$ cat config.mk
export PLATFORM = sky130hd
export DESIGN_NAME = serial_nibble_loader_flat
export DESIGN_NICKNAME = d
export VERILOG_FILES = /design/src/rtl/serial_nibble_loader_pkg.sv /design/src/rtl/serial_nibble_loader_if.sv /design/src/rtl/serial_nibble_loader_fifo.sv /design/src/rtl/serial_nibble_loader.sv /design/src/flat_wrapper.sv
export SDC_FILE = /design/constraint.sdc
export NUM_CORES = 1
export LEC_CHECK = 0
export BUFFER_PORTS_ARGS = -buffer_cell sky130_fd_sc_hd__buf_2
export CAP_MARGIN = 0
export CORE_UTILIZATION = 55
export CTS_CLUSTER_DIAMETER = 120
export CTS_CLUSTER_SIZE = 10
export DETAILED_ROUTE_END_ITERATION = 10
export GPL_TIMING_DRIVEN = 0
export PLACE_DENSITY = 0.87
export SKIP_CTS_REPAIR_TIMING = 1
export SYNTH_ARGS = -nofsm -noshare
export SYNTH_HDL_FRONTEND = slang
export SYNTH_SLANG_ARGS = --single-unit
$ cat constraint.sdc
create_clock -name clk -period 2.15 [get_ports clk]
set_input_delay 0.43 -clock clk [delete_from_list [all_inputs] [get_ports clk]]
set_output_delay 0.43 -clock clk [all_outputs]
set_load 0.01 [all_outputs]
$ cat src/rtl/serial_nibble_loader_pkg.sv
// Purpose : shared types and constants for the serial nibble loader.
// Latency : n/a (types, constants and a parity helper only).
// Backpressure: n/a.
package serial_nibble_loader_pkg;

  localparam int NIBBLE_W   = 4;
  localparam int FIFO_DEPTH = 2;
  localparam int BIT_CNT_W  = $clog2(NIBBLE_W);

  typedef enum logic [1:0] {
    ST_IDLE   = 2'd0,
    ST_SHIFT  = 2'd1,
    ST_PARITY = 2'd2
  } state_e;

  // Odd parity: nibble bits plus the parity bit must XOR to 1.
  function automatic logic odd_parity_ok(input logic [NIBBLE_W-1:0] nib,
                                         input logic                par_bit);
    return ^{nib, par_bit};
  endfunction

endpackage

$ cat src/rtl/serial_nibble_loader_if.sv
// Purpose : bundles the serial input side and the nibble output side.
// Latency : n/a (wires only).
// Backpressure: out_ready from the downstream register gates out_valid transfers.
// Ports   : sin/sin_valid/frame (serial in), out_ready (downstream accept),
//           out_data/out_valid (FIFO head), par_err/overrun/busy (status).
interface serial_nibble_loader_if;
  import serial_nibble_loader_pkg::*;

  logic                sin;
  logic                sin_valid;
  logic                frame;
  logic                out_ready;
  logic [NIBBLE_W-1:0] out_data;
  logic                out_valid;
  logic                par_err;
  logic                overrun;
  logic                busy;

  // master: the environment driving bits in and draining nibbles out
  modport master (
    output sin, sin_valid, frame, out_ready,
    input  out_data, out_valid, par_err, overrun, busy
  );

  // slave: the loader itself
  modport slave (
    input  sin, sin_valid, frame, out_ready,
    output out_data, out_valid, par_err, overrun, busy
  );

endinterface

$ cat src/rtl/serial_nibble_loader_fifo.sv
// Purpose : small FIFO holding completed nibbles; head is presented directly.
// Latency : a push is visible at the head on the cycle after the write edge (no bypass).
// Backpressure: push while full is accepted only if a pop happens the same cycle.
// Ports   : clk, clrb (async active-low), push_vld/push_dat, pop_rdy,
//           head_vld/head_dat, full.
module nibble_fifo
  import serial_nibble_loader_pkg::*;
(
  input  logic                clk,
  input  logic                clrb,
  input  logic                push_vld,
  input  logic [NIBBLE_W-1:0] push_dat,
  input  logic                pop_rdy,
  output logic                head_vld,
  output logic [NIBBLE_W-1:0] head_dat,
  output logic                full
);

  localparam int PTR_W = (FIFO_DEPTH > 1) ? $clog2(FIFO_DEPTH) : 1;
  localparam int CNT_W = $clog2(FIFO_DEPTH + 1);

  logic [NIBBLE_W-1:0] mem_q [FIFO_DEPTH];
  logic [NIBBLE_W-1:0] mem_d [FIFO_DEPTH];
  logic [PTR_W-1:0]    wr_ptr_q, wr_ptr_d;
  logic [PTR_W-1:0]    rd_ptr_q, rd_ptr_d;
  logic [CNT_W-1:0]    count_q, count_d;
  logic                pop;
  logic                push_ok;

  function automatic logic [PTR_W-1:0] ptr_next(input logic [PTR_W-1:0] p);
    return (p == PTR_W'(FIFO_DEPTH - 1)) ? '0 : p + 1'b1;
  endfunction

  assign head_vld = (count_q != '0);
  assign head_dat = mem_q[rd_ptr_q];
  assign full     = (count_q == CNT_W'(FIFO_DEPTH));
  assign pop      = pop_rdy && head_vld;
  // A pop frees the slot the full-case push needs in the same cycle.
  assign push_ok  = push_vld && (!full || pop);

  always_comb begin
    mem_d    = mem_q;
    wr_ptr_d = wr_ptr_q;
    rd_ptr_d = rd_ptr_q;
    count_d  = count_q;
    if (push_ok) begin
      mem_d[wr_ptr_q] = push_dat;
      wr_ptr_d        = ptr_next(wr_ptr_q);
    end
    if (pop) begin
      rd_ptr_d = ptr_next(rd_ptr_q);
    end
    if (push_ok && !pop) begin
      count_d = count_q + 1'b1;
    end else if (pop && !push_ok) begin
      count_d = count_q - 1'b1;
    end
  end

  always_ff @(posedge clk or negedge clrb) begin
    if (!clrb) begin
      for (int i = 0; i < FIFO_DEPTH; i++) begin
        mem_q[i] <= '0;
      end
      wr_ptr_q <= '0;
      rd_ptr_q <= '0;
      count_q  <= '0;
    end else begin
      mem_q    <= mem_d;
      wr_ptr_q <= wr_ptr_d;
      rd_ptr_q <= rd_ptr_d;
      count_q  <= count_d;
    end
  end

endmodule

$ cat src/rtl/serial_nibble_loader.sv
// Purpose : assembles LSB-first serial bits into nibbles (optional odd parity) into a 2-deep FIFO.
// Latency : out_valid rises the cycle after the edge sampling the last data/parity bit (FIFO empty).
// Backpressure: out_ready pops the FIFO head; a good nibble arriving while full with no pop is dropped and overrun latches.
// Ports   : clk, clrb (async active-low), bus (slave modport of serial_nibble_loader_if).
module serial_nibble_loader
  import serial_nibble_loader_pkg::*;
#(
  parameter bit PARITY_EN = 1'b1
)
(
  input  logic                  clk,
  input  logic                  clrb,
  serial_nibble_loader_if.slave bus
);

  state_e               state_q, state_d;
  logic [BIT_CNT_W-1:0] cnt_q, cnt_d;
  logic [NIBBLE_W-1:0]  shift_q, shift_d;
  logic                 par_err_q, par_err_d;
  logic                 overrun_q, overrun_d;

  logic                 push_vld;
  logic [NIBBLE_W-1:0]  push_dat;
  logic                 head_vld;
  logic [NIBBLE_W-1:0]  head_dat;
  logic                 fifo_full;
  logic                 pop;

  assign pop = head_vld && bus.out_ready;

  always_comb begin
    state_d   = state_q;
    cnt_d     = cnt_q;
    shift_d   = shift_q;
    par_err_d = 1'b0;
    push_vld  = 1'b0;
    push_dat  = shift_q;
    if (bus.sin_valid) begin
      if (bus.frame) begin
        // A framed bit always starts a fresh nibble, silently abandoning any partial one.
        shift_d    = '0;
        shift_d[0] = bus.sin;
        cnt_d      = BIT_CNT_W'(1);
        state_d    = ST_SHIFT;
      end else begin
        case (state_q)
          ST_SHIFT: begin
            shift_d[cnt_q] = bus.sin;
            if (cnt_q == BIT_CNT_W'(NIBBLE_W - 1)) begin
              cnt_d = '0;
              if (PARITY_EN) begin
                state_d = ST_PARITY;
              end else begin
                state_d  = ST_IDLE;
                push_vld = 1'b1;
                push_dat = shift_d;
              end
            end else begin
              cnt_d = cnt_q + 1'b1;
            end
          end
          ST_PARITY: begin
            state_d = ST_IDLE;
            if (odd_parity_ok(shift_q, bus.sin)) begin
              push_vld = 1'b1;
            end else begin
              par_err_d = 1'b1;
            end
          end
          default: begin
            // IDLE: unframed bits are not the start of a nibble
          end
        endcase
      end
    end
    overrun_d = overrun_q || (push_vld && fifo_full && !pop);
  end

  always_ff @(posedge clk or negedge clrb) begin
    if (!clrb) begin
      state_q   <= ST_IDLE;
      cnt_q     <= '0;
      shift_q   <= '0;
      par_err_q <= 1'b0;
      overrun_q <= 1'b0;
    end else begin
      state_q   <= state_d;
      cnt_q     <= cnt_d;
      shift_q   <= shift_d;
      par_err_q <= par_err_d;
      overrun_q <= overrun_d;
    end
  end

  nibble_fifo u_fifo (
    .clk      (clk),
    .clrb     (clrb),
    .push_vld (push_vld),
    .push_dat (push_dat),
    .pop_rdy  (bus.out_ready),
    .head_vld (head_vld),
    .head_dat (head_dat),
    .full     (fifo_full)
  );

  assign bus.out_data  = head_dat;
  assign bus.out_valid = head_vld;
  assign bus.par_err   = par_err_q;
  assign bus.overrun   = overrun_q;
  assign bus.busy      = (state_q != ST_IDLE);

endmodule

$ cat src/flat_wrapper.sv
// flat-port wrapper written by rule: the top's interface ports become plain ports
module serial_nibble_loader_flat import serial_nibble_loader_pkg::*;
#(
  parameter bit PARITY_EN = 1'b1
)
  (clk, clrb, bus_sin, bus_sin_valid, bus_frame, bus_out_ready, bus_out_data, bus_out_valid, bus_par_err, bus_overrun, bus_busy);
  serial_nibble_loader_if bus_i ();
  input  logic clk;
  input  logic clrb;
  input wire logic [$bits(bus_i.sin)-1:0] bus_sin;
  input wire logic [$bits(bus_i.sin_valid)-1:0] bus_sin_valid;
  input wire logic [$bits(bus_i.frame)-1:0] bus_frame;
  input wire logic [$bits(bus_i.out_ready)-1:0] bus_out_ready;
  output wire logic [$bits(bus_i.out_data)-1:0] bus_out_data;
  output wire logic [$bits(bus_i.out_valid)-1:0] bus_out_valid;
  output wire logic [$bits(bus_i.par_err)-1:0] bus_par_err;
  output wire logic [$bits(bus_i.overrun)-1:0] bus_overrun;
  output wire logic [$bits(bus_i.busy)-1:0] bus_busy;
  assign bus_i.sin = bus_sin;
  assign bus_i.sin_valid = bus_sin_valid;
  assign bus_i.frame = bus_frame;
  assign bus_i.out_ready = bus_out_ready;
  assign bus_out_data = bus_i.out_data;
  assign bus_out_valid = bus_i.out_valid;
  assign bus_par_err = bus_i.par_err;
  assign bus_overrun = bus_i.overrun;
  assign bus_busy = bus_i.busy;
  serial_nibble_loader #(.PARITY_EN(PARITY_EN)) u_core (.clk(clk), .clrb(clrb), .bus(bus_i));
endmodule
; ---- Word-level counts from Yosys, hierarchy flattened
; Cells that the tools add are included.
[totals]
input_bits = 6
regBits = 22
[op_classes]
n_reduce_logical = 21
add_sub_neg = 5
mux = 29
bitwise_logic = 2
n_eq_ne = 5
order_cmp = 5
[op_table]
columns = cell, count
row1 = 4-bit 2-to-1 mux, 6
row2 = 2-bit 2-to-1 mux, 7
row3 = 1-bit 2-to-1 mux, 11
row4 = 8-bit bitwise mux, 1
row5 = 1-bit logical AND, 8
row6 = 2-bit nonzero test, 4
row7 = "2-bit == test, second input constant", 3
row8 = 5-bit parity, 1
row9 = "2-bit by 1-bit adder with 2-bit output, second input constant", 2
row10 = 4-bit bitwise mux, 1
row11 = 4-bit demux with 1-bit select, 1
row12 = "2-bit greater-or-equal comparator, second input constant", 2
row13 = 1-bit NOT with 2-bit output, 2
row14 = 2-bit one-hot mux with 2 select lines, 1
row15 = 1-bit logical NOT, 3
row16 = "2-bit by 3-bit < comparator with 1-bit output, second input constant", 1
row17 = "3-bit by 2-bit != test with 1-bit output, second input constant", 1
row18 = 3-bit AND reduction, 1
row19 = 3-bit nonzero test, 1
row20 = "1-bit adder, second input constant", 2
row21 = 1-bit demux with 2-bit select, 1
row22 = "2-bit by 1-bit == test with 1-bit output, second input constant", 1
row23 = "2-bit by 1-bit greater-or-equal comparator with 1-bit output, second input constant", 1
row24 = 1-bit logical OR, 2
row25 = other kinds (3), 3

; ---- Longest topological paths before layout
[logic_depth]
word_depth = 10
ltp_mapped = 8
mapped_depth_nobuf = 7

; ---- Modules after synthesis
; From an unflattened synthesis, not the netlist that was laid out.
[unflattened]
cells_unflattened = 97
hier_area_um2 = 1156.1
[modules_own_cells]
columns = mod, area_per_inst_um2, n_inst, cells_each
row1 = serial_nibble_loader, 600.6, 1, 58
row2 = nibble_fifo, 555.5, 1, 39

; ---- Least setup slack after synthesis
; No wires, ideal clock.
[synth_path]
path_type = input to register
from = input port bus_sin
to = register u_core.u_fifo.count_q[1]
n_path_buf = 0
stages = 6
setup_slack_ns = 0.234
setup_time_ns = 0.079
t_required_ns = 2.071
arrival_time_ns = 1.837
cell_sequence = xnor3_2 > xor2_1 > nor2_1 > ha_1 > nor2_1 > xor2_1
[synth_between]
elab_chain_cells = 9
[synth_lines]
columns = item, line_no
row1 = "start, declared", flat_wrapper.sv:10  ; input wire logic [$bits(bus_i.sin)-1:0] bus_sin;
row2 = 5-bit parity *, serial_nibble_loader_pkg.sv:19  ; return ^{nib, par_bit};
row3 = 1-bit 2-to-1 mux *, serial_nibble_loader.sv:64  ; if (odd_parity_ok(shift_q, bus.sin)) begin
row4 = 1-bit 2-to-1 mux *, --
row5 = 1-bit 2-to-1 mux *, serial_nibble_loader.sv:39  ; if (bus.frame) begin
row6 = 1-bit 2-to-1 mux *, serial_nibble_loader.sv:38  ; if (bus.sin_valid) begin
row7 = 1-bit logical AND *, serial_nibble_loader_fifo.sv:39  ; assign push_ok = push_vld && (!full || pop);
row8 = 1-bit logical NOT, serial_nibble_loader_fifo.sv:55  ; end else if (pop && !push_ok) begin
row9 = 1-bit logical AND, serial_nibble_loader_fifo.sv:55
row10 = 2-bit nonzero test (no source line), --
row11 = "end signal, assigned", serial_nibble_loader_fifo.sv:72  ; count_q <= count_d;
row12 = "end, declared", serial_nibble_loader_fifo.sv:26  ; logic [CNT_W-1:0] count_q, count_d;
; Every way passes the cells marked *; elsewhere a longest branch is shown, timed or not.
; A chain may end at the register's enable or synchronous reset.

; ---- Worst setup path in the final report
[layout_path]
from = register u_core.shift_q[0]
to = register u_core.u_fifo.count_q[1]
[layout_between]
elab_chain_cells = 9
[layout_lines]
columns = item, line_no
row1 = "start, declared", serial_nibble_loader.sv:18  ; logic [NIBBLE_W-1:0] shift_q, shift_d;
row2 = "start signal, assigned", serial_nibble_loader.sv:89  ; shift_q <= shift_d;
row3 = 5-bit parity *, serial_nibble_loader_pkg.sv:19
row4 = 1-bit 2-to-1 mux *, serial_nibble_loader.sv:64
row5 = 1-bit 2-to-1 mux *, --
row6 = 1-bit 2-to-1 mux *, serial_nibble_loader.sv:39
row7 = 1-bit 2-to-1 mux *, serial_nibble_loader.sv:38
row8 = 1-bit logical AND *, serial_nibble_loader_fifo.sv:39
row9 = 1-bit logical NOT, serial_nibble_loader_fifo.sv:55
row10 = 1-bit logical AND, serial_nibble_loader_fifo.sv:55
row11 = 2-bit nonzero test (no source line), --
; Marked as above.

==> out/summary.md <==
- done — clock tree from TritonCTS
- reg2reg — Crit Path Class
- 2 — clock buffer depth
- 11.3 um2 — average instance area after synthesis
- 2380 ps — required time reported for the critical path endpoint
- 0.000503 W — net switching power figure
- 0 — number of setup violations in the final report
- 0 — Synthesis Warnings
- sky130_fd_sc_hd__dfrtp_1 — Synth area leader
- 1120 um2 — Syn Std Cell Area
- 1070 nW/um2 — Pwr per Cell Area
- 3 — number of buffers created by CTS
- 38.1% — Switching Fraction
- sky130_fd_sc_hd__dfrtp_1 — commonest register cell after synthesis
- 1240 um2 — post-route cell area
- 0 — number of flops mapped to enable cells by yosys
- 0 — initial antenna violation count
- 13.1 um — post-DR wirelength/cell
- 471 ps — transition at the pin with the smallest max-transition slack
- 0.000818 W — internal power
- no — setup repair after global routing missed its margin
- 22 — CTS sink cnt
- 2000 ps — clock period minus final worst setup slack
- 300 ps — Clock Latency Late Sink
- 0.000625 V — VDD IR max
- sky130_fd_sc_hd__dfrtp_1 49%, sky130_fd_sc_hd__mux2_2 9.0%, sky130_fd_sc_hd__ha_1 5.6%, sky130_fd_sc_hd__xor2_1 3.9%, sky130_fd_sc_hd__o21ai_0 3.1% — ranking of synthesized cells by area
- 68.6% — Max transition margin
- 27.2% — fraction of final layout cells sized beyond drive strength 1
- flop — crit end category
- 0 ps — total negative slack for setup checks
- 0 — Hold Fails Final Rpt
- 2230 um2 — DIE AREA
- sky130_fd_sc_hd__clkbuf_4 — master cell of the clock root buffer
- 47.2 um — vertical die dimension
- 1 — CTS H-tree depth
- 1210 um2 — placed cell areas
- 22 x sky130_fd_sc_hd__dfrtp_1, 9 x sky130_fd_sc_hd__mux2_2, 9 x sky130_fd_sc_hd__nand2_1 — Post-synth top cells
- 99 — number of instances in the synthesized netlist
- 0 — global-route congestion overflow total
- 551 um2 — Storage cell area
- 20.4% — GRT Util Overall
- 499 MHz — Max Clk Rate
- 38.4% — part of the total power dissipated in combinational logic
- 750 — total via count in the routed design
- 22 — number of flip-flops and latches in the synthesized netlist
- 15 — number of core rows
- 546 um2 — area of the multi-input gates
- 13.3% — power share of the clock group
- 110 ps — CTS clock-pin slew for the worst setup and hold paths
- 2.85 ps — final worst clock skew
- 49.1% — area fraction of the dominant cell type after synthesis
- 100% — fraction of synthesis flops using an asynchronous set or reset pin
- 160 — number of fill cells
- 127 — number of nets in the final layout
- 47.2 um — width of the die
- 0 — Antenna Violating Nets Remaining
- 23 — pin count of the biggest net entering global routing
- flop — startpoint type of the worst setup path
- 0.631 nW — Static Leakage
- 1480 um — DPL Wire Length
- 93.2% — fraction of the cycle the final worst path needs
- 3040 um — wire length of the first global-routing pass
- sky130_fd_sc_hd__dfrtp_1 — most frequent cell after synthesis
- 12 — count of buffers from port buffering
- 0 — number of remaining DRC errors
- 0 — Slew Viols, Final
- completed — result of the run
- 0.776 — weighted congestion reported at the end of routability-driven placement
- 61.6% — Starting Density
- 28 — number of distinct library cells after synthesis
- 110 — Synth Net Count
- 2230 ps — worst endpoint data arrival time
- 0 — diodes inserted
- 48.3% — share of total power in sequential cells
- 1820 um — wire length reported by the detailed router
- 4 — maximum fanout along the worst path
- 14 — boundary pin count
- 716 — vias in the first global route
- 5.40 — vias per inst
- 8 — detailed router's first-iteration violation count
- in2async — worst hold path type
- 49.1% — Seq/Total Area, Yosys
- 0 — maximum capacitance violations
- 1820 um2 — core region area
- 10.1% — growth of design area from synthesis to finish
- 3 — DRT Pass-1 Iters
[state kept, by name (all words and copies together) (netlist names)]
signal                  count
u_core.state_q              2
u_core.bus.overrun          1
u_core.cnt_q                2
u_core.u_fifo.rd_ptr_q      1
u_core.u_fifo.count_q       2
u_core.bus.par_err          1
u_core.u_fifo.mem_q         8
u_core.u_fifo.wr_ptr_q      1
u_core.shift_q              4
[kinds of logic (layout without fill, tap and decap cells)]
family,count (synthesis),in the layout,share of synthesized area [%]
compound gates,18,18,9.03
xor+xnor,9,9,8.36
fa+ha+maj,5,5,5.57
buf+inv,7,22,2.34
flops,22,22,49.1
mux,12,12,12.0
simple gates,26,26,13.6
[layer usage]
layer  share of wire (%)  global-route usage (%)  vias to the layer above
met1                  41                    21.8                      360
met2                  55                    38.3                       11
met3                 3.1                    4.62                        2
met4                0.77                    8.57                        0
li1                    -                       -                      377
met5                   0                       0                        -
[worst max-delay path: stages, from the launching register on]
cell                      delay [ps]
sky130_fd_sc_hd__dfrtp_1         440
sky130_fd_sc_hd__xnor3_2         410
sky130_fd_sc_hd__xor2_1          320
sky130_fd_sc_hd__nor2_1          140
sky130_fd_sc_hd__ha_1            230
sky130_fd_sc_hd__xor2_1          140
sky130_fd_sc_hd__nor2_1          110
sky130_fd_sc_hd__xor2_1          150
[area by class of cell]
class                           count  share of cell area (%)
Multi-Input combinational cell     70                    44.1
Timing Repair Buffer               12                    4.86
Buffer                              3                   0.911
Sequential cell                    22                    44.5
Inverter                            4                    1.21
Tap cell                           25                    2.53
Clock buffer                        3                    1.82
[power groups by stage]
stage               clock (W)  sequential [W]  combinational (W)
floorplan                   0        0.000616           0.000402
global placement            0        0.000638           0.000479
detailed placement          0        0.000648           0.000511
CTS                  0.000184        0.000640           0.000514
global route         0.000199        0.000661           0.000573
finish               0.000176        0.000638           0.000507
[through the flow]
stage / total power [W] / hold slack (ps) / setup slack [ps] / utilization, % / std cells
floorplan: 0.00102 / 134 / 234 / - / 99
global placement: 0.00112 / 407 / 43.5 / 66.7 / 136
detailed placement: 0.00116 / 410 / 15.6 / 66.7 / 136
CTS: 0.00134 / 73.4 / 127 / 67.9 / 139
global route: 0.00143 / 89.5 / 21.2 / 67.9 / 139
finish: 0.00132 / 69.8 / 145 / 67.9 / 139
[cells in the final DEF, fill, tap and decap left out, types with 3 or more instances in the layout]
master	count
sky130_fd_sc_hd__o21ai_0	7
sky130_fd_sc_hd__a21oi_1	6
sky130_fd_sc_hd__nand2_1	9
sky130_fd_sc_hd__dfrtp_1	22
sky130_fd_sc_hd__inv_1	4
sky130_fd_sc_hd__ha_1	5
sky130_fd_sc_hd__xor2_1	5
sky130_fd_sc_hd__clkbuf_4	3
sky130_fd_sc_hd__mux2_2	9
sky130_fd_sc_hd__buf_2	12
sky130_fd_sc_hd__mux2_1	3
sky130_fd_sc_hd__xnor2_1	3
sky130_fd_sc_hd__clkbuf_1	3
sky130_fd_sc_hd__nor2_1	3
[final timing paths]
kind	start	to	slack, ps	cells after the start
worst max-delay path	u_core.shift_q[0]$_DFFE_PN0P_	u_core.u_fifo.count_q[1]$_DFFE_PN0P_	150	7
worst min-delay path	clrb	u_core.u_fifo.mem_q[3]$_DFFE_PN0P_	70	1
worst max register to register	u_core.shift_q[0]$_DFFE_PN0P_	u_core.u_fifo.count_q[1]$_DFFE_PN0P_	150	7
worst min register to register	u_core.u_fifo.mem_q[6]$_DFFE_PN0P_	u_core.u_fifo.mem_q[6]$_DFFE_PN0P_	490	1
max in group asynchronous	clrb	u_core.shift_q[0]$_DFFE_PN0P_	1760	1
min in group clk	bus_out_ready	u_core.u_fifo.rd_ptr_q$_DFFE_PN0P_	410	3
No activity file was read; power rests on OpenSTA's default activity.
